### src/rtl/call_stack_if.sv
// ============================================================================
//  Module      : call_stack_if
//  Description : EX-stage control/PC inputs and redirect/status outputs of the
//                return-address stack, grouped as one bundle.
//  Revision    : 1.0 - initial release
// ============================================================================
`default_nettype none

interface call_stack_if #(
    parameter int PTR_W = 4
);
    logic             call;
    logic             ret;
    logic             pop;
    logic [31:0]      PC;
    logic [25:0]      J_type_imm;
    logic             stall;
    logic             flush;
    logic             redirect_valid;
    logic [31:0]      redirect_pc;
    logic [PTR_W:0]   count;
    logic             empty;
    logic             full;
    logic             overflow;
    logic             underflow;
    logic             multi_op;

    // Pipeline side: drives the latched EX controls, observes redirect/status.
    modport master (
        output call, ret, pop, PC, J_type_imm, stall, flush,
        input  redirect_valid, redirect_pc, count, empty, full,
        input  overflow, underflow, multi_op
    );

    // Stack side.
    modport slave (
        input  call, ret, pop, PC, J_type_imm, stall, flush,
        output redirect_valid, redirect_pc, count, empty, full,
        output overflow, underflow, multi_op
    );
endinterface

`default_nettype wire

### src/rtl/call_stack_unit.sv
// ============================================================================
//  Module      : call_stack_unit
//  Description : Execute-stage hardware return-address stack. A call pushes
//                PC+1 and redirects fetch to {PC[31:26], J_type_imm}; a ret
//                pops and redirects to the popped address; a pop discards the
//                top entry. Sticky overflow/underflow/multi-op flags.
//                Optional build macro CALL_STACK_WRAP_EN: circular storage,
//                a call while full overwrites the oldest entry and overflow
//                is tied low.
//  Revision    : 1.0 - initial release
// ============================================================================
`default_nettype none

module call_stack_unit #(
    parameter int DEPTH = 16,
    parameter int PTR_W = 4
) (
    input  wire logic   clk,
    input  wire logic   rst_n,
    call_stack_if.slave bus
);

    localparam logic [PTR_W:0] c_depth_cnt = (PTR_W+1)'(DEPTH);

    logic [31:0]      r_stack [DEPTH];
    logic [PTR_W-1:0] r_sp;
    logic [PTR_W:0]   r_count;
    logic             r_redirect_valid;
    logic [31:0]      r_redirect_pc;
    logic             r_overflow;
    logic             r_underflow;
    logic             r_multi_op;

    logic             w_accept;
    logic             w_do_call;
    logic             w_do_ret;
    logic             w_do_pop;
    logic             w_empty;
    logic             w_full;
    logic             w_push;
    logic             w_pull;
    logic             w_multi;
    logic [PTR_W-1:0] w_sp_inc;
    logic [PTR_W-1:0] w_sp_dec;
    logic [PTR_W:0]   w_count_inc;
    logic [1:0]       w_op_sum;

    // Operation decode: accept gating and call > ret > pop priority.
    always_comb begin
        w_accept    = !bus.stall && !bus.flush;
        w_do_call   = w_accept && bus.call;
        w_do_ret    = w_accept && bus.ret && !bus.call;
        w_do_pop    = w_accept && bus.pop && !bus.call && !bus.ret;
        w_empty     = (r_count == '0);
        w_full      = (r_count == c_depth_cnt);
        w_sp_inc    = r_sp + 1'b1;
        w_sp_dec    = r_sp - 1'b1;
        w_op_sum    = {1'b0, bus.call} + {1'b0, bus.ret} + {1'b0, bus.pop};
        w_multi     = w_accept && (w_op_sum > 2'd1);
        // A ret/pop on an empty stack changes nothing but the underflow flag.
        w_pull      = (w_do_ret || w_do_pop) && !w_empty;
`ifdef CALL_STACK_WRAP_EN
        // Circular storage: every call writes; count saturates at DEPTH.
        w_push      = w_do_call;
        w_count_inc = w_full ? r_count : r_count + 1'b1;
`else
        // A call on a full stack drops the push but still redirects.
        w_push      = w_do_call && !w_full;
        w_count_inc = r_count + 1'b1;
`endif
    end

    // Entry storage: written on push only, intentionally not reset.
    always_ff @(posedge clk) begin
        if (w_push) begin
            r_stack[r_sp] <= bus.PC + 32'd1;
        end
    end

    // Pointer, depth count, redirect and sticky flags.
    always_ff @(posedge clk or negedge rst_n) begin
        if (!rst_n) begin
            r_sp             <= '0;
            r_count          <= '0;
            r_redirect_valid <= 1'b0;
            r_redirect_pc    <= '0;
            r_overflow       <= 1'b0;
            r_underflow      <= 1'b0;
            r_multi_op       <= 1'b0;
        end else begin
            r_redirect_valid <= 1'b0;
            if (w_push) begin
                r_sp    <= w_sp_inc;
                r_count <= w_count_inc;
            end else if (w_pull) begin
                r_sp    <= w_sp_dec;
                r_count <= r_count - 1'b1;
            end
            if (w_do_call) begin
                r_redirect_valid <= 1'b1;
                r_redirect_pc    <= {bus.PC[31:26], bus.J_type_imm};
            end else if (w_do_ret && !w_empty) begin
                r_redirect_valid <= 1'b1;
                r_redirect_pc    <= r_stack[w_sp_dec];
            end
`ifndef CALL_STACK_WRAP_EN
            if (w_do_call && w_full) begin
                r_overflow <= 1'b1;
            end
`endif
            if ((w_do_ret || w_do_pop) && w_empty) begin
                r_underflow <= 1'b1;
            end
            if (w_multi) begin
                r_multi_op <= 1'b1;
            end
        end
    end

    assign bus.redirect_valid = r_redirect_valid;
    assign bus.redirect_pc    = r_redirect_pc;
    assign bus.count          = r_count;
    assign bus.empty          = w_empty;
    assign bus.full           = w_full;
    assign bus.overflow       = r_overflow;
    assign bus.underflow      = r_underflow;
    assign bus.multi_op       = r_multi_op;

endmodule

`default_nettype wire

### src/flat_wrapper.sv
// flat-port wrapper written by rule: the top's interface ports become plain ports
module call_stack_unit_flat 
#(
    parameter int DEPTH = 16,
    parameter int PTR_W = 4
)
  (clk, rst_n, bus_call, bus_ret, bus_pop, bus_PC, bus_J_type_imm, bus_stall, bus_flush, bus_redirect_valid, bus_redirect_pc, bus_count, bus_empty, bus_full, bus_overflow, bus_underflow, bus_multi_op);
  call_stack_if #(.PTR_W(PTR_W)) bus_i ();
  input  wire logic clk;
  input  wire logic rst_n;
  input wire logic [$bits(bus_i.call)-1:0] bus_call;
  input wire logic [$bits(bus_i.ret)-1:0] bus_ret;
  input wire logic [$bits(bus_i.pop)-1:0] bus_pop;
  input wire logic [$bits(bus_i.PC)-1:0] bus_PC;
  input wire logic [$bits(bus_i.J_type_imm)-1:0] bus_J_type_imm;
  input wire logic [$bits(bus_i.stall)-1:0] bus_stall;
  input wire logic [$bits(bus_i.flush)-1:0] bus_flush;
  output wire logic [$bits(bus_i.redirect_valid)-1:0] bus_redirect_valid;
  output wire logic [$bits(bus_i.redirect_pc)-1:0] bus_redirect_pc;
  output wire logic [$bits(bus_i.count)-1:0] bus_count;
  output wire logic [$bits(bus_i.empty)-1:0] bus_empty;
  output wire logic [$bits(bus_i.full)-1:0] bus_full;
  output wire logic [$bits(bus_i.overflow)-1:0] bus_overflow;
  output wire logic [$bits(bus_i.underflow)-1:0] bus_underflow;
  output wire logic [$bits(bus_i.multi_op)-1:0] bus_multi_op;
  assign bus_i.call = bus_call;
  assign bus_i.ret = bus_ret;
  assign bus_i.pop = bus_pop;
  assign bus_i.PC = bus_PC;
  assign bus_i.J_type_imm = bus_J_type_imm;
  assign bus_i.stall = bus_stall;
  assign bus_i.flush = bus_flush;
  assign bus_redirect_valid = bus_i.redirect_valid;
  assign bus_redirect_pc = bus_i.redirect_pc;
  assign bus_count = bus_i.count;
  assign bus_empty = bus_i.empty;
  assign bus_full = bus_i.full;
  assign bus_overflow = bus_i.overflow;
  assign bus_underflow = bus_i.underflow;
  assign bus_multi_op = bus_i.multi_op;
  call_stack_unit #(.DEPTH(DEPTH), .PTR_W(PTR_W)) u_core (.clk(clk), .rst_n(rst_n), .bus(bus_i));
endmodule
### config.mk
export PLATFORM = sky130hd
export DESIGN_NAME = call_stack_unit_flat
export DESIGN_NICKNAME = d
export VERILOG_FILES = /design/src/rtl/call_stack_if.sv /design/src/rtl/call_stack_unit.sv /design/src/flat_wrapper.sv
export SDC_FILE = /design/constraint.sdc
export NUM_CORES = 1
export LEC_CHECK = 0
export CAP_MARGIN = 20
export CORE_MARGIN = 2
export CORE_UTILIZATION = 60
export CTS_CLUSTER_SIZE = 8
export DETAILED_ROUTE_END_ITERATION = 7
export GPL_TIMING_DRIVEN = 0
export PLACE_DENSITY_LB_ADDON = 0.12
export RECOVER_POWER = 50
export SETUP_SLACK_MARGIN = 0.5
export SYNTH_ARGS = -nofsm -noshare
export SYNTH_HDL_FRONTEND = slang
export SYNTH_SLANG_ARGS = --single-unit
### constraint.sdc
create_clock -name clk -period 3.57 [get_ports clk]
set_clock_uncertainty 0.05 [all_clocks]
set_input_delay 1.071 -clock clk [delete_from_list [all_inputs] [get_ports clk]]
set_output_delay 1.071 -clock clk [all_outputs]
set_load 0.1 [all_outputs]
* Yosys cells after proc, flatten, opt, wreduce, memory -nomap -nowiden *
Memories as Yosys holds them, arrays and structs flattened.
Index checks and enable logic that the tools add are counted.

cells by class
  mux-type cells = 10
  $lt $le $gt $ge = 1
  $add $sub $neg = 7
  eq/ne operators = 1
  reduce and logical (&&, ||, !) cells = 23

operator list
  operator                                                        number
  two-way mux 32 bit                                              2
  adder 32 x 1 -> 32 bit (second input constant)                  1
  logical AND 1 bit                                               13
  two-way mux 5 bit                                               2
  two-way mux 4 bit                                               2
  zero test 1 bit                                                 6
  adder 5 x 1 -> 5 bit (second input constant)                    1
  equality test 5 bit (second input constant)                     1
  zero test 5 bit                                                 1
  subtractor 5 x 1 -> 5 bit (second input constant)               1
  adder 4 x 1 -> 4 bit (second input constant)                    1
  two-way mux 1 bit                                               4
  nonzero test 2 bit                                              2
  subtractor 4 x 1 -> 4 bit (second input constant)               1
  adder 1 x 1 -> 2 bit                                            1
  adder 2 x 1 -> 2 bit                                            1
  greater-than comparator 2 x 1 -> 1 bit (second input constant)  1
  logical OR 1 bit                                                1

word-level totals
  bits of input ports = 65
  bits in registers = 45
  word-level logic and storage cells = 50
  memories = 1
  memory bits (writable) = 512

memories
  name            depth  width  rd ports  clocked after Yosys merged registers in  write ports  line                   source
  u_core.r_stack  16     32     1         0                                        1            call_stack_unit.sv:25  logic [31:0] r_stack [DEPTH];

* Depth between registers and ports, before layout *
  depth in word-level cells = 9
  mapped depth = 11
  gate-level depth less buffers = 8

* Least setup slack after synthesis *
OpenSTA, ideal clock, no wires.

  kind = register -> output
  start point = reg u_core.r_count[0] (netlist: u_core.bus.count[0])
  end point = out bus_empty
  arrival = 2819 ps
  path slack = -370 ps
  buffers on the path = 0
  stages on the path, launching flop included = 3
  required time = 2449 ps
  cell sequence = dfrtp_1 or4_4 nor2_1

between the ends
  cells in the longest elaborated chain, start to end = 1

ends and longest elaborated chain
  element                 line                   source
  from (decl)             call_stack_unit.sv:27  logic [PTR_W:0] r_count;
  from (signal assigned)  call_stack_unit.sv:94  r_count <= w_count_inc;
  from (signal assigned)  call_stack_unit.sv:97  r_count <= r_count - 1'b1;
  zero test 5 bit         call_stack_unit.sv:54  w_empty = (r_count == '0);
  to (decl)               flat_wrapper.sv:21     output wire logic [$bits(bus_i.empty)-1:0] bus_empty;

Every way passes these cells.

* Final worst setup path *
  start point = in bus_call
  end point = mem u_core.r_stack[15][12] (enable)

between the ends
  cells in the longest elaborated chain, start to end = 4

ends and longest elaborated chain
  element                                  line                   source
  from (decl)                              flat_wrapper.sv:11     input wire logic [$bits(bus_i.call)-1:0] bus_call;
  logical AND 1 bit                        call_stack_unit.sv:51  w_do_call = w_accept && bus.call;
  logical AND 1 bit                        call_stack_unit.sv:68  w_push = w_do_call && !w_full;
  two-way mux 1 bit                        call_stack_unit.sv:75  if (w_push) begin
  two-way mux 1 bit (not written as such)  call_stack_unit.sv:76  r_stack[r_sp] <= bus.PC + 32'd1;
  to (decl)                                call_stack_unit.sv:25

Every way passes these cells.

==> flow_metrics.tcl <==
set metrics [dict create \
    finalSetupTns_ns 0 \
    critPathMaxStageDelay_ns 0.76 \
    detail_route.drc_violations 9 \
    grt_pass1_vias 13400 \
    crit_path_cell_trace "dlygate4sd2_1 > or3b_1 > buf_12 > a211oi_1 > and2_4" \
    io_pins 108 \
    number_of_placed_instances_taps_included 1676 \
    worst_flop_to_flop_path_endpoint "u_core.bus.redirect_pc[22]$_DFFE_PN0P_" \
    timing_max_transition_violations_final 0 \
    holdBufCountCts 0 \
    finalWirelength_mm 63.2 \
    clk_pin_slew_worst_paths_ns 0.05 \
    placementRows 70 \
    detail_route.vias_per_cell 6.83 \
    grt_usage_pct 33.9 \
    cts-htree-levels 3 \
    clock_buffer_count_from_cts 79 \
    synth_cells 1095 \
    die_area_um2 38300 \
    crit_path_end_kind "register" \
    grt_start_max_net_pins 33 \
    initial_utilization_pct 60.6 \
    min_period_over_period_pct 92.6 \
    final_net_count 1472 \
    area_post_placement_um2 23900 \
    core_area_um2 36400 \
    place.port_buffers 107 \
    critPathArrivalTime_ns 3.46 \
    timing.setup.critical_path_class "in -> reg" \
    detail_route.iter0.violations 1899 \
    crit_family "simple AND/OR/NAND/NOR gates" \
    wire_per_inst_um 32.8 \
    post_synthesis_sequential_element_count 557 \
    rsz0062_at_grt "true" \
    type_of_origin_of_the_critical_path "input port" \
    max_capacitance_violation_count 0 \
    whs_endpoint "u_core.bus.multi_op$_DFFE_PN0P_" \
    stdcell_area_um2 28100 \
    final_layout_size_suffix_gt1_share_pct 29.5 \
    synth_seq_area_share_pct 74.8 \
    cts_tree "built" \
    outcome "complete, but fails checks" \
    ys_warn_count 0 \
    routed_vias 13200 \
    gp_routability_congestion 0.794 \
    post_synth_top_area_cell "sky130_fd_sc_hd__edfxtp_1" \
    clock_path_buffers 3 \
    post_synth_main_area_contributors "sky130_fd_sc_hd__edfxtp_1 70%, sky130_fd_sc_hd__mux4_2 13%, sky130_fd_sc_hd__dfrtp_1 5.1%" \
    syn-cell-area_um2 22100 \
    dp_worst_setup_slack_ns -1.10 \
    fmaxAchievable_mhz 302 \
    avgSynthCellArea_um2 20.2 \
    netlist-cell-type-count 59 \
    required_ns 3.73 \
    setup_violations 0 \
    regToRegStartpoint "u_core.r_sp[0]$_DFFE_PN0P_" \
    fin_total_pwr_mw 23.3 \
    setup_ws_final_ns 0.263 \
    synth_fp_nets 1171 \
    detailedRoute.firstPassIterationCount 8 \
    p_leak_nw 9.58 \
    timing.hold.worst_path_depth 1 \
    final_cell_count_no_fill 1928 \
    failed_checks "design-rule violations" \
    n_antenna_cell 0 \
    setup.reg_to_reg.worst_slack_ns 0.31 \
    place_hpwl_mm 31.1 \
    p_per_area_nw_per_um2 830 \
    path_max_fanout 32 \
    numClockSinks 557 \
    die-height_um 196 \
    worst_slew_pin_slew_ns 1.47 \
    max_slew_margin_pct 2.21 \
    timing_hold_violations_final 0 \
    hold_path_startpoint "u_core.bus.multi_op$_DFFE_PN0P_" \
    clk-insertion-delay-late_ns 0.59 \
    synth_top_flop_cell "sky130_fd_sc_hd__edfxtp_1" \
    max-vdd-ir-drop_mv 0.748 \
    clockRootBuffer "sky130_fd_sc_hd__clkbuf_16" \
    antenna_found_initial 0 \
    synth_edf_count 512 \
    drtAntennaViolNets 0 \
    slowest_stage "sky130_fd_sc_hd__a211oi_1" \
    r2r_cells 10 \
    yosys.area.top_type_share_pct 69.7 \
    critical_path_buf_inv_count 2 \
    min_path_type "reg -> reg" \
    grt.overflow.total 0 \
    post-route-min-period_ns 3.31 \
    first_pass_grt_wire_length_mm 91.0 \
    synth_async_sr_flop_share_pct 8.08 \
    area_growth_syn_to_layout_pct 27.3 \
    die_x_extent_um 196 \
]
==> per-stage QoR <==
stage          hold slack [ns]  util (%)
2_1_floorplan            0.565         -
3_3_place_gp             0.393      65.3
3_5_place_dp             0.403      65.5
4_1_cts                  0.409      76.7
5_1_grt                  0.428      77.1
6_report                 0.405      77.1
==> state kept, by name, summed over array words and instances, names as in the netlist <==
signal / flops
u_core.bus.count: 5
u_core.bus.overflow: 1
u_core.r_sp: 4
u_core.bus.redirect_pc: 32
u_core.r_stack: 512
u_core.bus.multi_op: 1
u_core.bus.underflow: 1
u_core.bus.redirect_valid: 1
==> where the power goes <==
part           switching, mW  internal, mW
logic                   5.26          3.37
registers              0.171          7.49
clock network           2.72          4.31
==> cell usage after synthesis (11+ instances only) <==
cell and n:
sky130_fd_sc_hd__a21boi_0 12, sky130_fd_sc_hd__a21oi_1 32, sky130_fd_sc_hd__a222oi_1 25, sky130_fd_sc_hd__and3_1 16, sky130_fd_sc_hd__buf_2 21, sky130_fd_sc_hd__clkbuf_1 19
sky130_fd_sc_hd__dfrtp_1 45, sky130_fd_sc_hd__edfxtp_1 512, sky130_fd_sc_hd__inv_1 11, sky130_fd_sc_hd__mux4_2 128, sky130_fd_sc_hd__nand2_1 13, sky130_fd_sc_hd__nand3_1 17
sky130_fd_sc_hd__nor2_1 37, sky130_fd_sc_hd__nor2b_1 28, sky130_fd_sc_hd__o22ai_1 23, sky130_fd_sc_hd__xnor2_1 23, sky130_fd_sc_hd__xor2_1 13
==> layout by cell type (no fill, tap or decap), types with 7 or more instances in the layout <==
cell type / count
sky130_fd_sc_hd__nor2_1: 34
sky130_fd_sc_hd__nand2_1: 11
sky130_fd_sc_hd__mux4_2: 128
sky130_fd_sc_hd__clkbuf_1: 74
sky130_fd_sc_hd__buf_6: 7
sky130_fd_sc_hd__nand3_1: 10
sky130_fd_sc_hd__inv_1: 8
sky130_fd_sc_hd__xnor2_1: 10
sky130_fd_sc_hd__dlygate4sd2_1: 39
sky130_fd_sc_hd__dfrtp_1: 43
sky130_fd_sc_hd__buf_4: 44
sky130_fd_sc_hd__clkbuf_4: 9
sky130_fd_sc_hd__o21ai_0: 8
sky130_fd_sc_hd__buf_2: 20
sky130_fd_sc_hd__ha_1: 8
sky130_fd_sc_hd__clkbuf_16: 84
sky130_fd_sc_hd__a21oi_1: 32
sky130_fd_sc_hd__a22oi_1: 8
sky130_fd_sc_hd__a222oi_1: 25
sky130_fd_sc_hd__a21boi_0: 12
sky130_fd_sc_hd__and3_1: 21
sky130_fd_sc_hd__clkdlybuf4s50_1: 53
sky130_fd_sc_hd__xnor2_4: 10
sky130_fd_sc_hd__o22ai_1: 23
sky130_fd_sc_hd__buf_12: 54
sky130_fd_sc_hd__edfxtp_1: 512
sky130_fd_sc_hd__nor2b_1: 28
==> layout make-up <==
class / count / area [um^2]
inverter: 12 / 55.1
buffer: 52 / 418
timing repair buffer: 210 / 2390
sequential: 557 / 16500
clock buffer: 141 / 2290
tap: 468 / 586
clock inverter: 4 / 31.3
fill: 1921 / 8350
multi-input combinational: 484 / 5800
==> repair_timing <==
action / in CTS / in global routing
gates cloned: 10 / 0
pin swaps: 37 / 13
setup endpoints to repair: 950 / 709
buffers inserted: 68 / 23
gates resized for setup: 202 / 40
==> worst reg2reg max path, cell delays in order, from the launching register on <==
cell                         delay (ns)
sky130_fd_sc_hd__dfrtp_1           0.41
sky130_fd_sc_hd__buf_6             0.16
sky130_fd_sc_hd__buf_12            0.17
sky130_fd_sc_hd__buf_12            0.13
sky130_fd_sc_hd__clkinvlp_4        0.14
sky130_fd_sc_hd__ha_4              0.32
sky130_fd_sc_hd__buf_4             0.23
sky130_fd_sc_hd__clkbuf_1          0.61
sky130_fd_sc_hd__mux4_2            0.42
sky130_fd_sc_hd__a222oi_1          0.35
sky130_fd_sc_hd__a21oi_1           0.13
==> kinds of logic (layout without fill, tap and decap cells) <==
logic type      after synthesis  count (layout)  share of synthesized area [%]
mux                         132             132                           13.3
compound gates              135             135                           4.50
fa+ha+maj                    11              11                          0.658
simple gates                160             170                           3.97
flops                       557             557                           74.8
xor+xnor                     36              36                           1.43
buf+inv                      64             419                           1.41
==> how the worst max path moves through the flow <==
stage | from | endpoint | slack, ns | cells past startpoint
after global routing | u_core.r_sp[0]$_DFFE_PN0P_ | u_core.bus.redirect_pc[28]$_DFFE_PN0P_ | 0.21 | 11
after detailed placement | bus_PC[0] | u_core.r_stack[4][18]$_DFFE_PP_ | -1.10 | 7
final | bus_call | u_core.r_stack[15][12]$_DFFE_PP_ | 0.26 | 5
after floorplan | bus_flush | u_core.bus.count[4]$_DFFE_PN0P_ | 0.41 | 9
after CTS | u_core.bus.redirect_valid$_DFF_PN0_ | bus_redirect_valid | 0.39 | 1
after global placement | bus_PC[0] | u_core.r_stack[5][18]$_DFFE_PP_ | -1.29 | 6
==> layer usage <==
| metal | vias up | track usage, % | part of all wire, % |
|---|---|---|---|
| met5 | - | 0 | 0 |
| met4 | 0 | 16.4 | 4.4 |
| met3 | 153 | 8.44 | 11 |
| met2 | 1005 | 53.3 | 48 |
| met1 | 6825 | 45.5 | 36 |
| li1 | 5178 | - | - |
Note: power is estimated with default switching activity, not from simulation.
